File: config.mk
export PLATFORM = sky130hd
export DESIGN_NAME = mem_port_arbiter
export DESIGN_NICKNAME = d
export VERILOG_FILES = /design/src/rtl/mem_arb_pkg.sv /design/src/rtl/mem_arb_timer.sv /design/src/rtl/mem_port_arbiter.sv
export SDC_FILE = /design/constraint.sdc
export NUM_CORES = 1
export LEC_CHECK = 0
export CORE_AREA = 4 4 108 135
export CTS_BUF_LIST = sky130_fd_sc_hd__clkbuf_16
export DETAILED_ROUTE_END_ITERATION = 8
export DIE_AREA = 0 0 112 139
export PLACE_DENSITY = 0.86
export SLEW_MARGIN = 20
export SYNTH_ARGS = -nofsm -noshare
export SYNTH_HDL_FRONTEND = slang
export SYNTH_SLANG_ARGS = --single-unit
File: constraint.sdc
create_clock -name Clock -period 2.1 [get_ports Clock]
set_clock_uncertainty 0.2 [all_clocks]
set_input_delay 0.42 -clock Clock [delete_from_list [all_inputs] [get_ports Clock]]
set_output_delay 0.42 -clock Clock [all_outputs]
set_load 0.03 [all_outputs]
File: src/rtl/mem_arb_pkg.sv
`default_nettype none
// ============================================================================
// Module   : mem_arb_pkg
// Purpose  : Shared types and constants for the fetch/memory port arbiter.
// Revision : 1.0  initial release
// ============================================================================
package mem_arb_pkg;

    typedef enum logic [1:0] {
        IDLE  = 2'd0,
        IBUSY = 2'd1,
        DBUSY = 2'd2,
        DONE  = 2'd3
    } state_e;

    typedef enum logic {
        OWN_I = 1'b0,
        OWN_D = 1'b1
    } owner_e;

    // Read data returned to the requester when an access is aborted.
    localparam logic [31:0] C_TIMEOUT_DATA = 32'h0000_0000;

endpackage
`default_nettype wire

File: src/rtl/mem_arb_timer.sv
`default_nettype none
// ============================================================================
// Module   : mem_arb_timer
// Purpose  : Counts un-acknowledged busy cycles; flags the cycle whose count
//            would reach TIMEOUT so the access can be aborted at that edge.
// Revision : 1.0  initial release
// ============================================================================
module mem_arb_timer #(
    parameter int TIMEOUT = 15
) (
    input  logic clk,
    input  logic rst,
    input  logic i_clear,
    input  logic i_enable,
    output logic o_expired
);

    localparam logic [7:0] C_LAST = 8'(TIMEOUT - 1);

    logic [7:0] r_count_q;
    logic [7:0] w_count_d;

    always_comb begin
        w_count_d = r_count_q;
        if (i_clear) begin
            w_count_d = 8'd0;
        end else if (i_enable) begin
            w_count_d = r_count_q + 8'd1;
        end
    end

    always_ff @(posedge clk) begin
        if (rst) begin
            r_count_q <= 8'd0;
        end else begin
            r_count_q <= w_count_d;
        end
    end

    assign o_expired = i_enable & ~i_clear & (r_count_q == C_LAST);

endmodule
`default_nettype wire

File: src/rtl/mem_port_arbiter.sv
`default_nettype none
// ============================================================================
// Module   : mem_port_arbiter
// Purpose  : Shares one memory port between fetch and memory stages with
//            data priority, handshake sequencing, timeout abort and stalls.
//            Optional macro ARB_STARVE_GUARD_EN bounds instruction starvation.
// Revision : 1.0  initial release
// ============================================================================
module mem_port_arbiter
    import mem_arb_pkg::*;
#(
    parameter int AW         = 16,
    parameter int DW         = 32,
    parameter int TIMEOUT    = 15,
    parameter int STARVE_MAX = 4
) (
    input  logic          Clock,
    input  logic          Reset,
    input  logic          IReq,
    input  logic [AW-1:0] IAddr,
    output logic [DW-1:0] IRData,
    output logic          IValid,
    input  logic          DReq,
    input  logic          DWrite,
    input  logic [AW-1:0] DAddr,
    input  logic [DW-1:0] DWData,
    output logic [DW-1:0] DRData,
    output logic          DValid,
    output logic          StallI,
    output logic          StallD,
    output logic          MemReq,
    output logic          MemWe,
    output logic [AW-1:0] MemAddr,
    output logic [DW-1:0] MemWData,
    input  logic [DW-1:0] MemRData,
    input  logic          MemAck,
    output logic          BusErr
);

    localparam logic [DW-1:0] C_ABORT_DATA = DW'(C_TIMEOUT_DATA);

    if (TIMEOUT < 1 || TIMEOUT > 255 || STARVE_MAX < 1) begin : g_param_check
        $error("mem_port_arbiter: TIMEOUT must be 1..255 and STARVE_MAX >= 1");
    end

    state_e        r_state_q,     w_state_d;
    owner_e        r_owner_q,     w_owner_d;
    logic          r_mem_req_q,   w_mem_req_d;
    logic          r_mem_we_q,    w_mem_we_d;
    logic [AW-1:0] r_mem_addr_q,  w_mem_addr_d;
    logic [DW-1:0] r_mem_wdata_q, w_mem_wdata_d;
    logic [DW-1:0] r_irdata_q,    w_irdata_d;
    logic [DW-1:0] r_drdata_q,    w_drdata_d;
    logic          r_ivalid_q,    w_ivalid_d;
    logic          r_dvalid_q,    w_dvalid_d;
    logic          r_bus_err_q,   w_bus_err_d;

    logic w_busy;
    logic w_expired;
    logic w_grant_d;

    assign w_busy = (r_state_q == IBUSY) || (r_state_q == DBUSY);

    mem_arb_timer #(
        .TIMEOUT (TIMEOUT)
    ) u_timer (
        .clk       (Clock),
        .rst       (Reset),
        .i_clear   (~w_busy),
        .i_enable  (w_busy & ~MemAck),
        .o_expired (w_expired)
    );

`ifdef ARB_STARVE_GUARD_EN
    // Consecutive data grants taken while an instruction fetch was waiting.
    logic [7:0] r_starve_q, w_starve_d;
    logic       w_starve_hit;

    assign w_starve_hit = IReq & (r_starve_q == 8'(STARVE_MAX));
    assign w_grant_d    = DReq & ~w_starve_hit;

    always_comb begin
        w_starve_d = r_starve_q;
        if (r_state_q == IDLE) begin
            if (w_grant_d) begin
                w_starve_d = IReq ? (r_starve_q + 8'd1) : 8'd0;
            end else if (IReq) begin
                w_starve_d = 8'd0;
            end
        end
    end

    always_ff @(posedge Clock) begin
        if (Reset) begin
            r_starve_q <= 8'd0;
        end else begin
            r_starve_q <= w_starve_d;
        end
    end
`else
    assign w_grant_d = DReq;
`endif

    always_comb begin
        w_state_d     = r_state_q;
        w_owner_d     = r_owner_q;
        w_mem_req_d   = r_mem_req_q;
        w_mem_we_d    = r_mem_we_q;
        w_mem_addr_d  = r_mem_addr_q;
        w_mem_wdata_d = r_mem_wdata_q;
        w_irdata_d    = r_irdata_q;
        w_drdata_d    = r_drdata_q;
        w_ivalid_d    = 1'b0;
        w_dvalid_d    = 1'b0;
        w_bus_err_d   = r_bus_err_q;

        case (r_state_q)
            IDLE: begin
                if (w_grant_d) begin
                    w_state_d     = DBUSY;
                    w_owner_d     = OWN_D;
                    w_mem_req_d   = 1'b1;
                    w_mem_we_d    = DWrite;
                    w_mem_addr_d  = DAddr;
                    w_mem_wdata_d = DWData;
                end else if (IReq) begin
                    w_state_d     = IBUSY;
                    w_owner_d     = OWN_I;
                    w_mem_req_d   = 1'b1;
                    w_mem_we_d    = 1'b0;
                    w_mem_addr_d  = IAddr;
                    w_mem_wdata_d = '0;
                end
            end

            IBUSY, DBUSY: begin
                if (MemAck) begin
                    w_state_d   = DONE;
                    w_mem_req_d = 1'b0;
                    w_mem_we_d  = 1'b0;
                    if (r_owner_q == OWN_I) begin
                        w_irdata_d = MemRData;
                        w_ivalid_d = 1'b1;
                    end else begin
                        w_dvalid_d = 1'b1;
                        if (!r_mem_we_q) begin
                            w_drdata_d = MemRData;
                        end
                    end
                end else if (w_expired) begin
                    // Abort: requester still gets its completion pulse.
                    w_state_d   = DONE;
                    w_mem_req_d = 1'b0;
                    w_mem_we_d  = 1'b0;
                    w_bus_err_d = 1'b1;
                    if (r_owner_q == OWN_I) begin
                        w_irdata_d = C_ABORT_DATA;
                        w_ivalid_d = 1'b1;
                    end else begin
                        w_drdata_d = C_ABORT_DATA;
                        w_dvalid_d = 1'b1;
                    end
                end
            end

            DONE: begin
                w_state_d = IDLE;
            end

            default: begin
                w_state_d = IDLE;
            end
        endcase
    end

    always_ff @(posedge Clock) begin
        if (Reset) begin
            r_state_q     <= IDLE;
            r_owner_q     <= OWN_I;
            r_mem_req_q   <= 1'b0;
            r_mem_we_q    <= 1'b0;
            r_mem_addr_q  <= '0;
            r_mem_wdata_q <= '0;
            r_irdata_q    <= '0;
            r_drdata_q    <= '0;
            r_ivalid_q    <= 1'b0;
            r_dvalid_q    <= 1'b0;
            r_bus_err_q   <= 1'b0;
        end else begin
            r_state_q     <= w_state_d;
            r_owner_q     <= w_owner_d;
            r_mem_req_q   <= w_mem_req_d;
            r_mem_we_q    <= w_mem_we_d;
            r_mem_addr_q  <= w_mem_addr_d;
            r_mem_wdata_q <= w_mem_wdata_d;
            r_irdata_q    <= w_irdata_d;
            r_drdata_q    <= w_drdata_d;
            r_ivalid_q    <= w_ivalid_d;
            r_dvalid_q    <= w_dvalid_d;
            r_bus_err_q   <= w_bus_err_d;
        end
    end

    assign MemReq   = r_mem_req_q;
    assign MemWe    = r_mem_we_q;
    assign MemAddr  = r_mem_addr_q;
    assign MemWData = r_mem_wdata_q;
    assign IRData   = r_irdata_q;
    assign DRData   = r_drdata_q;
    assign IValid   = r_ivalid_q;
    assign DValid   = r_dvalid_q;
    assign BusErr   = r_bus_err_q;
    assign StallI   = IReq & ~r_ivalid_q;
    assign StallD   = DReq & ~r_dvalid_q;

endmodule
`default_nettype wire
==> results of run 1 <==
state kept, by name, indices dropped and copies added (netlist names):
register and cells:
u_timer.r_count_q 8, MemAddr 16, MemReq 1, IValid 1, MemWe 1, MemWData 32
IRData 32, DValid 1, DRData 32, r_owner_q 1, r_state_q 2, BusErr 1
kinds of logic after synthesis:
group,share of synthesized area
buffers and inverters,0.04465
AND/OR/NAND/NOR,0.1576
multiplexers,0.03738
flip-flops,0.5317
adder cells (fa/ha/maj),0.01298
XOR/XNOR,0.01091
AO/OA/AOI/OAI,0.2048
cells in the mapped netlist, types with 2 or more instances:
master and instances:
o21ai_1 4, ha_1 5, xor2_1 3, nor2_1 27, nand4_1 3, inv_1 5, dfxtp_1 128, clkbuf_1 35
nor3_1 3, nand2_1 37, xnor2_1 3, buf_2 7, buf_1 5, a211oi_1 16, or3_1 2, a31oi_1 2
a21oi_1 69, nand2b_1 2, a22o_1 32, nor2b_1 5, o31ai_1 2, o21ai_0 32, or4_1 2, mux2i_1 18
nand3_1 64
final cells by class:
type                    count  share of cell area
clock buffers              17             0.05396
clock inverters            15             0.01444
inverters                   5            0.002381
multi-input cells         344              0.2617
flip-flops and latches    128              0.3250
well taps                 171             0.02714
repair buffers            242              0.3153
metrics by stage:
stage / setup WS [ns] / utilization / setup TNS, ns / total power [W] / hold slack [ns]
floorplan: 0.1548 / - / 0 / 0.004848 / 0.2657
global placement: -0.03490 / 0.5511 / -0.03490 / 0.006227 / 0.2379
detailed placement: -0.03820 / 0.5511 / -0.3302 / 0.006286 / 0.2431
CTS: 0.001816 / 0.5916 / 0 / 0.008963 / 0.1403
global route: -0.02469 / 0.5958 / -0.02469 / 0.009318 / 0.1651
finish: 0.04012 / 0.5958 / 0 / 0.008867 / 0.1575
layer usage:
layer	up-vias	wire length [um]
li1	2299	-
met2	196	7695
met3	18	1168
met1	2193	6313
met5	-	0
met4	0	312
power breakdown:
part           internal (W)  switching (W)
registers           0.00280       0.000192
clock network       0.00152        0.00113
logic               0.00132        0.00190
worst paths after layout:
kind	start	end	slack, ns	cells after the start
worst max-delay path	MemWData[0]$_SDFFE_PP0P_	MemWData[0]	0.04	1
worst min-delay path	DReq	r_owner_q$_SDFFE_PP0P_	0.16	3
worst max register to register	r_state_q[0]$_SDFFE_PP0P_	r_state_q[0]$_SDFFE_PP0P_	0.13	6
worst min register to register	MemWData[14]$_SDFFE_PP0P_	MemWData[14]$_SDFFE_PP0P_	0.25	2
timing repair:
action,4_1_cts,5_1_grt
pin swaps,0,0
hold buffers,0,0
cloned,0,0
endpoints found under the setup margin,3,22
resized for setup,3,22
==> key figures, run 1 <==
Routing
  – Drt drc: 0
  – Pre-antenna DRT Iters: 4
  – Via density: 5.104
  – DRT iter0 DRCs: 362
  – Drt wl/cell: between 15 and 20 um
  – Routed Antenna Nets: 0
  – Post-Route WL: 15.49 mm
  – Vias post-DR: 4706

Placed design
  – GPL Wtd Cong: ~0.78
  – Placed cell count: 890
  – Placement Cell Area: between 7000 and 8000 sq um
  – DPL Wire Length: around 11 mm
  – I/O Buffers: 220

Cells and area
  – ANT cells: 0
  – Non-filler cells, final: roughly 920
  – Commonest non-fill, non-tap cell in the layout: clkdlybuf4s50_1
  – Layout cells sized above 1: 0.08655
  – Register area: 2562 sq um
  – Filler cell count: ~1100
  – Area Growth Syn to Fin: 63.58%
  – Post-route cell area: ~7900 sq um
  – Commonest non-fill, non-tap cells in the layout: clkdlybuf4s50_1 (193), dfxtp_1 (128), a21oi_1 (69)
  – Final #Nets: 845
  – Multi-input gate area: around 2100 sq um

GRT
  – Met1 Track Usage GR: 0.2332
  – Largest net degree at the start of global routing: 55
  – GR met2 Demand/Resource: 0.3174
  – Gr usage total: 0.1931
  – Initial antenna violation count: 0
  – Congestion Overflow GR: 0
  – Busiest grt layer: met2
  – Number of global-route vias before repair: approximately 4600
  – First-pass GRT wire length: 24.26 mm
  – GR Util met3: 0.06373

Logic synthesis
  – Synth area leaders: dfxtp_1 (53%), a21oi_1 (7.2%), nand3_1 (6.6%), a22o_1 (5.8%), mux2i_1 (3.7%)
  – Post-synth EDFFs: 0
  – #FFs+latches synth: 128
  – Dominant synthesized flop cell: dfxtp_1
  – Post-Synthesis Cell Area: 4820 sq um
  – Synth warn: 0
  – Cells after synthesis: between 500 and 600
  – Synth Net Count: 632
  – Largest area contributor in the netlist: dfxtp_1
  – Yosys cell types: 39
  – Share of the synthesized area in the top cell type: 0.5317
  – Asr flop ratio synth: 0
  – Avg Inst Size Synth: around 9.2 sq um
  – Post-synthesis sequential area ratio: 0.5317

Pwr
  – Total leakage power: between 3 and 4 nW
  – PD cells: between 1000 and 1500 nW/um^2
  – VDD IR max: roughly 0.54 mV

Status
  – Run status: completed

Timing
  – Final number of setup-violating endpoints: 0
  – Crit path time final: approximately 2 ns
  – Fmax: ~500 MHz
  – Max Slew Vio Count: 0
  – Post-route clock period utilization: 0.9809
  – Actual slew at the worst max-slew pin: about 0.6 ns
  – Relative slew slack: 0.6013
  – Final hold vios: 0

CTS
  – Post-CTS Setup Bufs: 0
  – CTS tree: built
  – Total CTS buffers: 17
  – Max Root-Sink Buffers: 2
  – Sink Count: 128
  – Skew-Pair Late Insertion Delay: roughly 0.40 ns
  – Htree depth: 4
  – Clock transition at path regs: ~0.06 ns
  – Root Driver: clkbuf_16

Flow run
  – Max_cap viols: 0

Floorplanning
  – Ports: roughly 220
  – Die width: ~110 um
  – Core area: about 13000 sq um
  – Initial Utilization: 0.3643
  – Die area: around 16000 sq um
  – Die Y-Extent: 139 um
  – # rows: 47

Worst setup path
  – Worst-path cell chain: clkdlybuf4s50_1
  – Required @ worst endpoint: 1.48 ns
  – Worst path max stage delay: ~0.70 ns
  – Buf/Inv on CP: 1
  – Arrival @ worst endpoint: between 1 and 1.5 ns
  – Crit end category: output pin
  – Setup crit start kind: flip-flop
  – Crit-path leading delay family: buffers and inverters
  – Crit path kind: flip-flop to output pin
  – Crit path max fanout: 2
  – Critical-path top delay cell: clkdlybuf4s50_1

Hold path
  – Min-Delay Path Class: input port to flip-flop
Power figures use the tool's default switching activity.
==> run 2: changes to the inputs <==
Settings changed: CAP_MARGIN from default to 0.
==> results of run 2 <==
Final layout, timing and power as in run 1 (identical DEF).
